[src/rtl/dac_burst_scheduler_if.sv]
// Sample stream link: tdata/tvalid/tlast flow master->slave,
// tready flows slave->master.
interface dac_burst_scheduler_if #(
  parameter int W = 32
);
  logic [W-1:0] tdata;
  logic         tvalid;
  logic         tready;
  logic         tlast;

  modport master (
    output tdata,
    output tvalid,
    output tlast,
    input  tready
  );

  modport slave (
    input  tdata,
    input  tvalid,
    input  tlast,
    output tready
  );
endinterface

[src/rtl/dac_burst_scheduler.sv]
// Gates the DAC sample stream into bursts with idle gaps and repeats,
// reseeding the DAC-core LFSR before every armed burst.
// Ports: aclk/aresetn, start/abort pulses, cfg_* run configuration,
// s_axis (from source), m_axis (to DAC core), lfsr_cfg/lfsr_flag,
// busy/done/lfsr_seen status.
module dac_burst_scheduler #(
  parameter int AXIS_TDATA_WIDTH = 32,
  parameter int CNT_WIDTH        = 32,
  parameter int LFSR_CFG_WIDTH   = 33
) (
  input  logic                      aclk,
  input  logic                      aresetn,
  input  logic                      start,
  input  logic                      abort,
  input  logic [LFSR_CFG_WIDTH-1:0] cfg_lfsr,
  input  logic [CNT_WIDTH-1:0]      cfg_burst_len,
  input  logic [CNT_WIDTH-1:0]      cfg_gap_len,
  input  logic [CNT_WIDTH-1:0]      cfg_burst_num,
  dac_burst_scheduler_if.slave      s_axis,
  dac_burst_scheduler_if.master     m_axis,
  output logic [LFSR_CFG_WIDTH-1:0] lfsr_cfg,
  input  logic                      lfsr_flag,
  output logic                      busy,
  output logic                      done,
  output logic                      lfsr_seen
);

  typedef enum logic [1:0] {
    IDLE,
    ARM,
    BURST,
    GAP
  } state_t;

  localparam logic [CNT_WIDTH-1:0] ONE =
    CNT_WIDTH'(1);
  localparam logic [LFSR_CFG_WIDTH-1:0] SRST =
    LFSR_CFG_WIDTH'(1) << 19;

  state_t                    state;
  logic                      arm_cnt;
  logic [CNT_WIDTH-1:0]      beat_cnt;
  logic [CNT_WIDTH-1:0]      burst_cnt;
  logic [CNT_WIDTH-1:0]      gap_cnt;
  logic [LFSR_CFG_WIDTH-1:0] lfsr_r;
  logic [CNT_WIDTH-1:0]      blen_r;
  logic [CNT_WIDTH-1:0]      glen_r;
  logic [CNT_WIDTH-1:0]      bnum_r;

  logic in_burst;
  logic beat;
  logic last_beat;

  assign in_burst  = (state == BURST);
  assign beat      = in_burst & s_axis.tvalid
                   & m_axis.tready;
  assign last_beat = (beat_cnt == blen_r - ONE);

  // Zero-latency pass-through; everything is
  // blocked outside BURST so the source stalls.
  assign m_axis.tdata  = {AXIS_TDATA_WIDTH{in_burst}}
                       & s_axis.tdata;
  assign m_axis.tvalid = in_burst & s_axis.tvalid;
  assign m_axis.tlast  = in_burst & last_beat;
  assign s_axis.tready = in_burst & m_axis.tready;

  assign busy = (state != IDLE);

  always_ff @(posedge aclk or negedge aresetn) begin
    if (!aresetn) begin
      state     <= IDLE;
      arm_cnt   <= 1'b0;
      beat_cnt  <= '0;
      burst_cnt <= '0;
      gap_cnt   <= '0;
      lfsr_r    <= '0;
      blen_r    <= '0;
      glen_r    <= '0;
      bnum_r    <= '0;
      lfsr_cfg  <= '0;
      done      <= 1'b0;
      lfsr_seen <= 1'b0;
    end else begin
      done <= 1'b0;
      if (in_burst && lfsr_flag)
        lfsr_seen <= 1'b1;

      if (abort && state != IDLE) begin
        state <= IDLE;
        done  <= 1'b1;
      end else begin
        unique case (state)
          IDLE: begin
            if (start && !abort) begin
              lfsr_r <= cfg_lfsr;
              blen_r <= cfg_burst_len;
              glen_r <= cfg_gap_len;
              bnum_r <= cfg_burst_num;
              if (cfg_burst_len == '0) begin
                done <= 1'b1;
              end else begin
                state     <= ARM;
                arm_cnt   <= 1'b0;
                beat_cnt  <= '0;
                burst_cnt <= '0;
                lfsr_seen <= 1'b0;
                lfsr_cfg  <= cfg_lfsr | SRST;
              end
            end
          end
          ARM: begin
            if (arm_cnt) begin
              state    <= BURST;
              lfsr_cfg <= lfsr_r & ~SRST;
            end else begin
              arm_cnt <= 1'b1;
            end
          end
          BURST: begin
            if (beat) begin
              if (last_beat) begin
                beat_cnt <= '0;
                // saturates for endless runs
                if (burst_cnt != '1)
                  burst_cnt <= burst_cnt + ONE;
                if (bnum_r != '0 &&
                    burst_cnt + ONE == bnum_r) begin
                  state <= IDLE;
                  done  <= 1'b1;
                end else if (glen_r != '0) begin
                  state   <= GAP;
                  gap_cnt <= '0;
                end
              end else begin
                beat_cnt <= beat_cnt + ONE;
              end
            end
          end
          GAP: begin
            if (gap_cnt == glen_r - ONE) begin
              state    <= ARM;
              arm_cnt  <= 1'b0;
              lfsr_cfg <= lfsr_r | SRST;
            end else begin
              gap_cnt <= gap_cnt + ONE;
            end
          end
          default: state <= IDLE;
        endcase
      end
    end
  end

endmodule

[src/flat_wrapper.sv]
// flat-port wrapper written by rule: the top's interface ports become plain ports
module dac_burst_scheduler_flat 
#(
  parameter int AXIS_TDATA_WIDTH = 32,
  parameter int CNT_WIDTH        = 32,
  parameter int LFSR_CFG_WIDTH   = 33
)
  (aclk, aresetn, start, abort, cfg_lfsr, cfg_burst_len, cfg_gap_len, cfg_burst_num, lfsr_cfg, lfsr_flag, busy, done, lfsr_seen, s_axis_tdata, s_axis_tvalid, s_axis_tlast, s_axis_tready, m_axis_tdata, m_axis_tvalid, m_axis_tlast, m_axis_tready);
  dac_burst_scheduler_if s_axis_i ();
  dac_burst_scheduler_if m_axis_i ();
  input  logic aclk;
  input  logic aresetn;
  input  logic start;
  input  logic abort;
  input  logic [LFSR_CFG_WIDTH-1:0] cfg_lfsr;
  input  logic [CNT_WIDTH-1:0] cfg_burst_len;
  input  logic [CNT_WIDTH-1:0] cfg_gap_len;
  input  logic [CNT_WIDTH-1:0] cfg_burst_num;
  output logic [LFSR_CFG_WIDTH-1:0] lfsr_cfg;
  input  logic lfsr_flag;
  output logic busy;
  output logic done;
  output logic lfsr_seen;
  input wire logic [$bits(s_axis_i.tdata)-1:0] s_axis_tdata;
  input wire logic [$bits(s_axis_i.tvalid)-1:0] s_axis_tvalid;
  input wire logic [$bits(s_axis_i.tlast)-1:0] s_axis_tlast;
  output wire logic [$bits(s_axis_i.tready)-1:0] s_axis_tready;
  output wire logic [$bits(m_axis_i.tdata)-1:0] m_axis_tdata;
  output wire logic [$bits(m_axis_i.tvalid)-1:0] m_axis_tvalid;
  output wire logic [$bits(m_axis_i.tlast)-1:0] m_axis_tlast;
  input wire logic [$bits(m_axis_i.tready)-1:0] m_axis_tready;
  assign s_axis_i.tdata = s_axis_tdata;
  assign s_axis_i.tvalid = s_axis_tvalid;
  assign s_axis_i.tlast = s_axis_tlast;
  assign s_axis_tready = s_axis_i.tready;
  assign m_axis_tdata = m_axis_i.tdata;
  assign m_axis_tvalid = m_axis_i.tvalid;
  assign m_axis_tlast = m_axis_i.tlast;
  assign m_axis_i.tready = m_axis_tready;
  dac_burst_scheduler #(.AXIS_TDATA_WIDTH(AXIS_TDATA_WIDTH), .CNT_WIDTH(CNT_WIDTH), .LFSR_CFG_WIDTH(LFSR_CFG_WIDTH)) u_core (.aclk(aclk), .aresetn(aresetn), .start(start), .abort(abort), .cfg_lfsr(cfg_lfsr), .cfg_burst_len(cfg_burst_len), .cfg_gap_len(cfg_gap_len), .cfg_burst_num(cfg_burst_num), .s_axis(s_axis_i), .m_axis(m_axis_i), .lfsr_cfg(lfsr_cfg), .lfsr_flag(lfsr_flag), .busy(busy), .done(done), .lfsr_seen(lfsr_seen));
endmodule
[config.mk]
export PLATFORM = sky130hd
export DESIGN_NAME = dac_burst_scheduler_flat
export DESIGN_NICKNAME = d
export VERILOG_FILES = /design/src/rtl/dac_burst_scheduler_if.sv /design/src/rtl/dac_burst_scheduler.sv /design/src/flat_wrapper.sv
export SDC_FILE = /design/constraint.sdc
export NUM_CORES = 1
export LEC_CHECK = 0
export CORE_MARGIN = 2
export CORE_UTILIZATION = 40
export CTS_CLUSTER_DIAMETER = 200
export DETAILED_ROUTE_END_ITERATION = 16
export SYNTH_ARGS = -nofsm -noshare
export SYNTH_HDL_FRONTEND = slang
export SYNTH_SLANG_ARGS = --single-unit
[constraint.sdc]
create_clock -name aclk -period 4.6 [get_ports aclk]
set_input_delay 0.46 -clock aclk [delete_from_list [all_inputs] [get_ports aclk]]
set_output_delay 0.46 -clock aclk [all_outputs]
set_load 0.03 [all_outputs]
==> results of run 1 <==
[layer usage]
metal / routed length (um) / track usage, % / vias to the layer above
met1: 19700 / 28.1 / 6376
met3: 2950 / 5.39 / 62
li1: - / - / 6379
met4: 864 / 4.46 / 4
met2: 18300 / 31.0 / 307
met5: 27 / 0 / -
[report_power, final]
| part | total [mW] | internal, mW | leakage [nW] | switching, mW |
|---|---|---|---|---|
| clock network | 2.35 | 1.38 | 0.479 | 0.970 |
| logic | 3.77 | 1.87 | 4.03 | 1.89 |
| registers | 3.99 | 3.06 | 3.32 | 0.925 |
| total | 10.1 | 6.32 | 7.83 | 3.79 |
[flip-flops by register name (all words and copies together), names as in the netlist]
name and cells:
u_core.lfsr_r 32, u_core.glen_r 32, u_core.burst_cnt 32, u_core.beat_cnt 32
u_core.lfsr_seen 1, u_core.blen_r 32, u_core.bnum_r 32, u_core.state 2
u_core.gap_cnt 32, u_core.done 1, u_core.lfsr_cfg 33, u_core.arm_cnt 1
[kinds of logic (layout without fill, tap and decap cells)]
| family | Yosys count | count (layout) | synth area share (%) |
|---|---|---|---|
| AND/OR/NAND/NOR | 664 | 664 | 23.0 |
| flip-flops | 262 | 262 | 41.3 |
| AO/OA/AOI/OAI | 246 | 246 | 11.4 |
| multiplexers | 172 | 172 | 11.9 |
| XOR/XNOR | 148 | 148 | 8.17 |
| buffers and inverters | 130 | 343 | 3.38 |
| adder cells (fa/ha/maj) | 10 | 10 | 0.789 |
[stage by stage]
step           hold WS [ns]  utilization [%]
3_5_place_dp          0.433             48.1
5_1_grt               0.458             50.6
4_1_cts               0.417             50.6
6_report              0.423             50.6
2_1_floorplan         0.164                -
3_3_place_gp          0.430             48.1
[final cells by class]
type | instances | area, um2
Sequential cell | 262 | 6560
Inverter | 24 | 90.1
Clock buffer | 47 | 886
Fill cell | 3635 | 19200
Tap cell | 518 | 648
Timing Repair Buffer | 264 | 2630
Clock inverter | 8 | 83.8
Multi-Input combinational cell | 1240 | 8800
[worst max path at each step]
stage	from	endpoint	depth (start not counted)
3_5_place_dp	u_core.burst_cnt[0]	u_core.gap_cnt[21]	11
6_report	u_core.blen_r[0]	m_axis_tlast	10
5_1_grt	u_core.blen_r[0]	m_axis_tlast	10
4_1_cts	u_core.blen_r[0]	m_axis_tlast	10
3_3_place_gp	u_core.burst_cnt[0]	u_core.gap_cnt[23]	11
2_1_floorplan	u_core.blen_r[0]	m_axis_tlast	9
[cells in the final DEF, fill, tap and decap left out, drive strengths merged, types with 40 or more instances in the layout]
cell type	netlist	layout
mux2	132	132
nor4	53	53
xnor2	86	86
nor2	109	109
and2	40	40
clkdlybuf4s50	0	235
clkbuf	72	48
nor3	57	57
nand3	67	67
o21ai	65	65
dfrtp	262	262
xor2	62	62
nand4	43	43
nand2	144	144
mux2i	40	40
[worst max-delay path, stage by stage, from the launching register on]
cell and delay [ns]:
sky130_fd_sc_hd__dfrtp_1 0.43, sky130_fd_sc_hd__inv_1 0.08, sky130_fd_sc_hd__ha_1 0.20, sky130_fd_sc_hd__nor3b_4 0.34, sky130_fd_sc_hd__nand4_2 0.22, sky130_fd_sc_hd__or4_1 0.57
sky130_fd_sc_hd__a211o_1 0.31, sky130_fd_sc_hd__a211oi_2 0.27, sky130_fd_sc_hd__o2111ai_1 0.17, sky130_fd_sc_hd__nor4_1 0.39, sky130_fd_sc_hd__clkbuf_2 0.29
[timing repair]
item                                    in CTS  in global routing
endpoints found under the hold margin       60                  0
endpoints found under the setup margin       1                 26
cloned                                       0                  0
resized for setup                            4                  3
hold buffers                                 1                  0
==> results.md, run 1 <==
Floorplanning:
- The core region is 38900 um2.
- The die is just over 200 um tall.
- The floorplan step set the die width to between 200 and 250 um.
- The starting utilization of the core area is between 40 and 50%.
- The number of cell rows is just over 70.
- The number of top-level pins is 240.
- The die covers roughly 41000 um2.

Cells and area:
- The number of antenna diodes in the final layout is 0.
- With fillers left out, the area of the finished cells amounts to 19700 um2.
- Compared with the post-synthesis result, the final layout area differs by 24.1%.
- After the last flow step, the layout net total stands at 2002.
- The fraction of final layout cells sized beyond drive strength 1 is 13.3%.
- The count of non-filler cells in the finished layout is approximately 2.4k.

Logic synthesis:
- Synthesis inferred 262 register bits.
- The cell type with the highest aggregate area in the netlist is sky130_fd_sc_hd__dfrtp_1.
- The number of nets in the synthesized netlist is about 1.8k.
- For this run, the number of Yosys warnings is 0.
- Ranked by instance count, the synthesized netlist is headed by 262 x sky130_fd_sc_hd__dfrtp_1, 144 x sky130_fd_sc_hd__nand2_1, 132 x sky130_fd_sc_hd__mux2_2.
- The most frequently used flop master after synthesis is sky130_fd_sc_hd__dfrtp_1.
- The area of the mapped netlist is around 16000 um2.
- The fraction of post-synthesis cell area in the top cell type by area is just over 40%.
- The most frequent cell after synthesis is sky130_fd_sc_hd__dfrtp_1.
- Counting flops with a built-in enable in the synthesized netlist gives 0.
- The average instance area after synthesis is approximately 10 um2.
- Ranked by total cell area, the synthesized netlist is headed by sky130_fd_sc_hd__dfrtp_1 41%, sky130_fd_sc_hd__mux2_2 9.4%, sky130_fd_sc_hd__xnor2_1 4.7%.
- The async set or reset register ratio after synthesis is 100%.
- The share of the yosys chip area belonging to registers is a little over 40%.
- The count of unique library cells instantiated by Yosys is just under 90.
- In the synthesized netlist, the number of instances is ~1.6k.

Detailed routing:
- The length of the first detailed-routing pass in iterations is 5.
- The via count is roughly 13k.
- The detail-routed net length per standard cell is 17.7 um.
- The number of remaining DRC errors is 0.
- Dividing the detail-routed via count by the number of cells gives between 5 and 6.
- The number of violations reported at the end of detailed-routing iteration 0 is around 860.
- The antenna violation net count after detailed routing is 0.
- The routed wire length is 41800 um.

STA:
- After layout, the minimum clock period comes to about 4.3 ns.
- The remaining max-slew budget at the tightest pin is ~49%.
- Static timing analysis puts the maximum clock frequency at 232 MHz.
- Setup repair after global routing left no endpoint under its margin.
- Across all setup checks in the final design, the least slack found is roughly 0.28 ns.
- Setup violations remaining at the end of the flow were counted as 0.
- The aggregate negative setup slack is 0 ns.
- For the final database, setup skew stands at slightly below 0.01 ns.
- At the pin with the least slew margin, the transition time is 0.765 ns.
- The final count of pins violating max slew is 0.
- The final-report hold violation count is 0.
- The share of the clock period used by the worst path is around 94%.

Clock tree:
- In this run the number of H-tree levels came out at 1.
- The clock passes through at most 3 buffers.
- The root cell of the clock tree is sky130_fd_sc_hd__clkbuf_16.
- The clock-pin slew on the worst setup and hold paths is about 0.060 ns.
- The number of buffers inserted by post-CTS setup repair is 0.
- At the later pin of the worst-skew pair, clock insertion delay measures 0.58 ns.
- TritonCTS created 31 clock buffers.
- CTS saw 262 sinks.
- The CTS tree is yes.

Min path:
- The worst min-delay path class is primary input to async pin.

Power:
- Dividing total power by cell area gives a power density of 513 nW/um2.
- The cell leakage power is a little under 8 nW.
- The largest vdd supply drop is ~0.00043 V.
- The completed layout was analyzed and its total power is roughly 10 mW.

Placed design:
- Including well taps, the total number of placed cells is 2307.
- The total placed instance area is around 19000 um2.
- Port buffering added between 200 and 250 buffers.
- The estimated wirelength of the detail-placed design is just under 30000 um.
- The post-placement worst setup slack is between 0.2 and 0.3 ns.
- The last weighted congestion value of the routability-driven placer is between 0.8 and 0.9.

Worst setup path:
- The startpoint of the most critical register-to-register path is u_core.burst_cnt[0].
- The endpoint kind of the worst setup timing path is an output pin.
- For the worst setup path, the data arrival time is 3.86 ns.
- The worst setup slack for register-to-register paths is around 0.40 ns.
- The maximum net fanout on the critical path is 6.
- The number of cell instances on the worst register-to-register path is 11.
- The worst register-to-register path ends at u_core.gap_cnt[23].
- The critical path in this run is classified as flip-flop to output pin.
- STA classifies the critical path startpoint as a flip-flop.
- For the worst setup path, the data required time is 4.14 ns.

GRT:
- The via count of the first global-routing pass is roughly 13k.
- The remaining global-route overflow is 0.
- Entering global routing, the biggest net connects 130 pins.
- The first-pass GRT wire length is about 68000 um.
- The number of antenna violations at the first check in global routing is 2.
- The total routing usage reported by global routing is 20.0%.

Status:
- The flow ran to the end, and the final reports show no timing, DRC or antenna violations.

Flow run:
- The max-cap violation count is 0.
Power figures use the tool's default switching activity.
==> run 2, diff against run 1 <==
--- a/config.mk
+++ b/config.mk
@@ -9,6 +9,7 @@
 export CORE_UTILIZATION = 40
 export CTS_CLUSTER_DIAMETER = 200
 export DETAILED_ROUTE_END_ITERATION = 16
+export HOLD_SLACK_MARGIN = 0.03
 export SYNTH_ARGS = -nofsm -noshare
 export SYNTH_HDL_FRONTEND = slang
 export SYNTH_SLANG_ARGS = --single-unit
==> results of run 2 <==
No change in the layout: final DEF, timing and power equal those of run 1.
==> run 3, diff against run 2 <==
--- a/config.mk
+++ b/config.mk
@@ -9,7 +9,7 @@
 export CORE_UTILIZATION = 40
 export CTS_CLUSTER_DIAMETER = 200
 export DETAILED_ROUTE_END_ITERATION = 16
-export HOLD_SLACK_MARGIN = 0.03
+export HOLD_SLACK_MARGIN = 0.06
 export SYNTH_ARGS = -nofsm -noshare
 export SYNTH_HDL_FRONTEND = slang
 export SYNTH_SLANG_ARGS = --single-unit
==> results of run 3 <==
No change in the layout: final DEF, timing and power equal those of run 1.
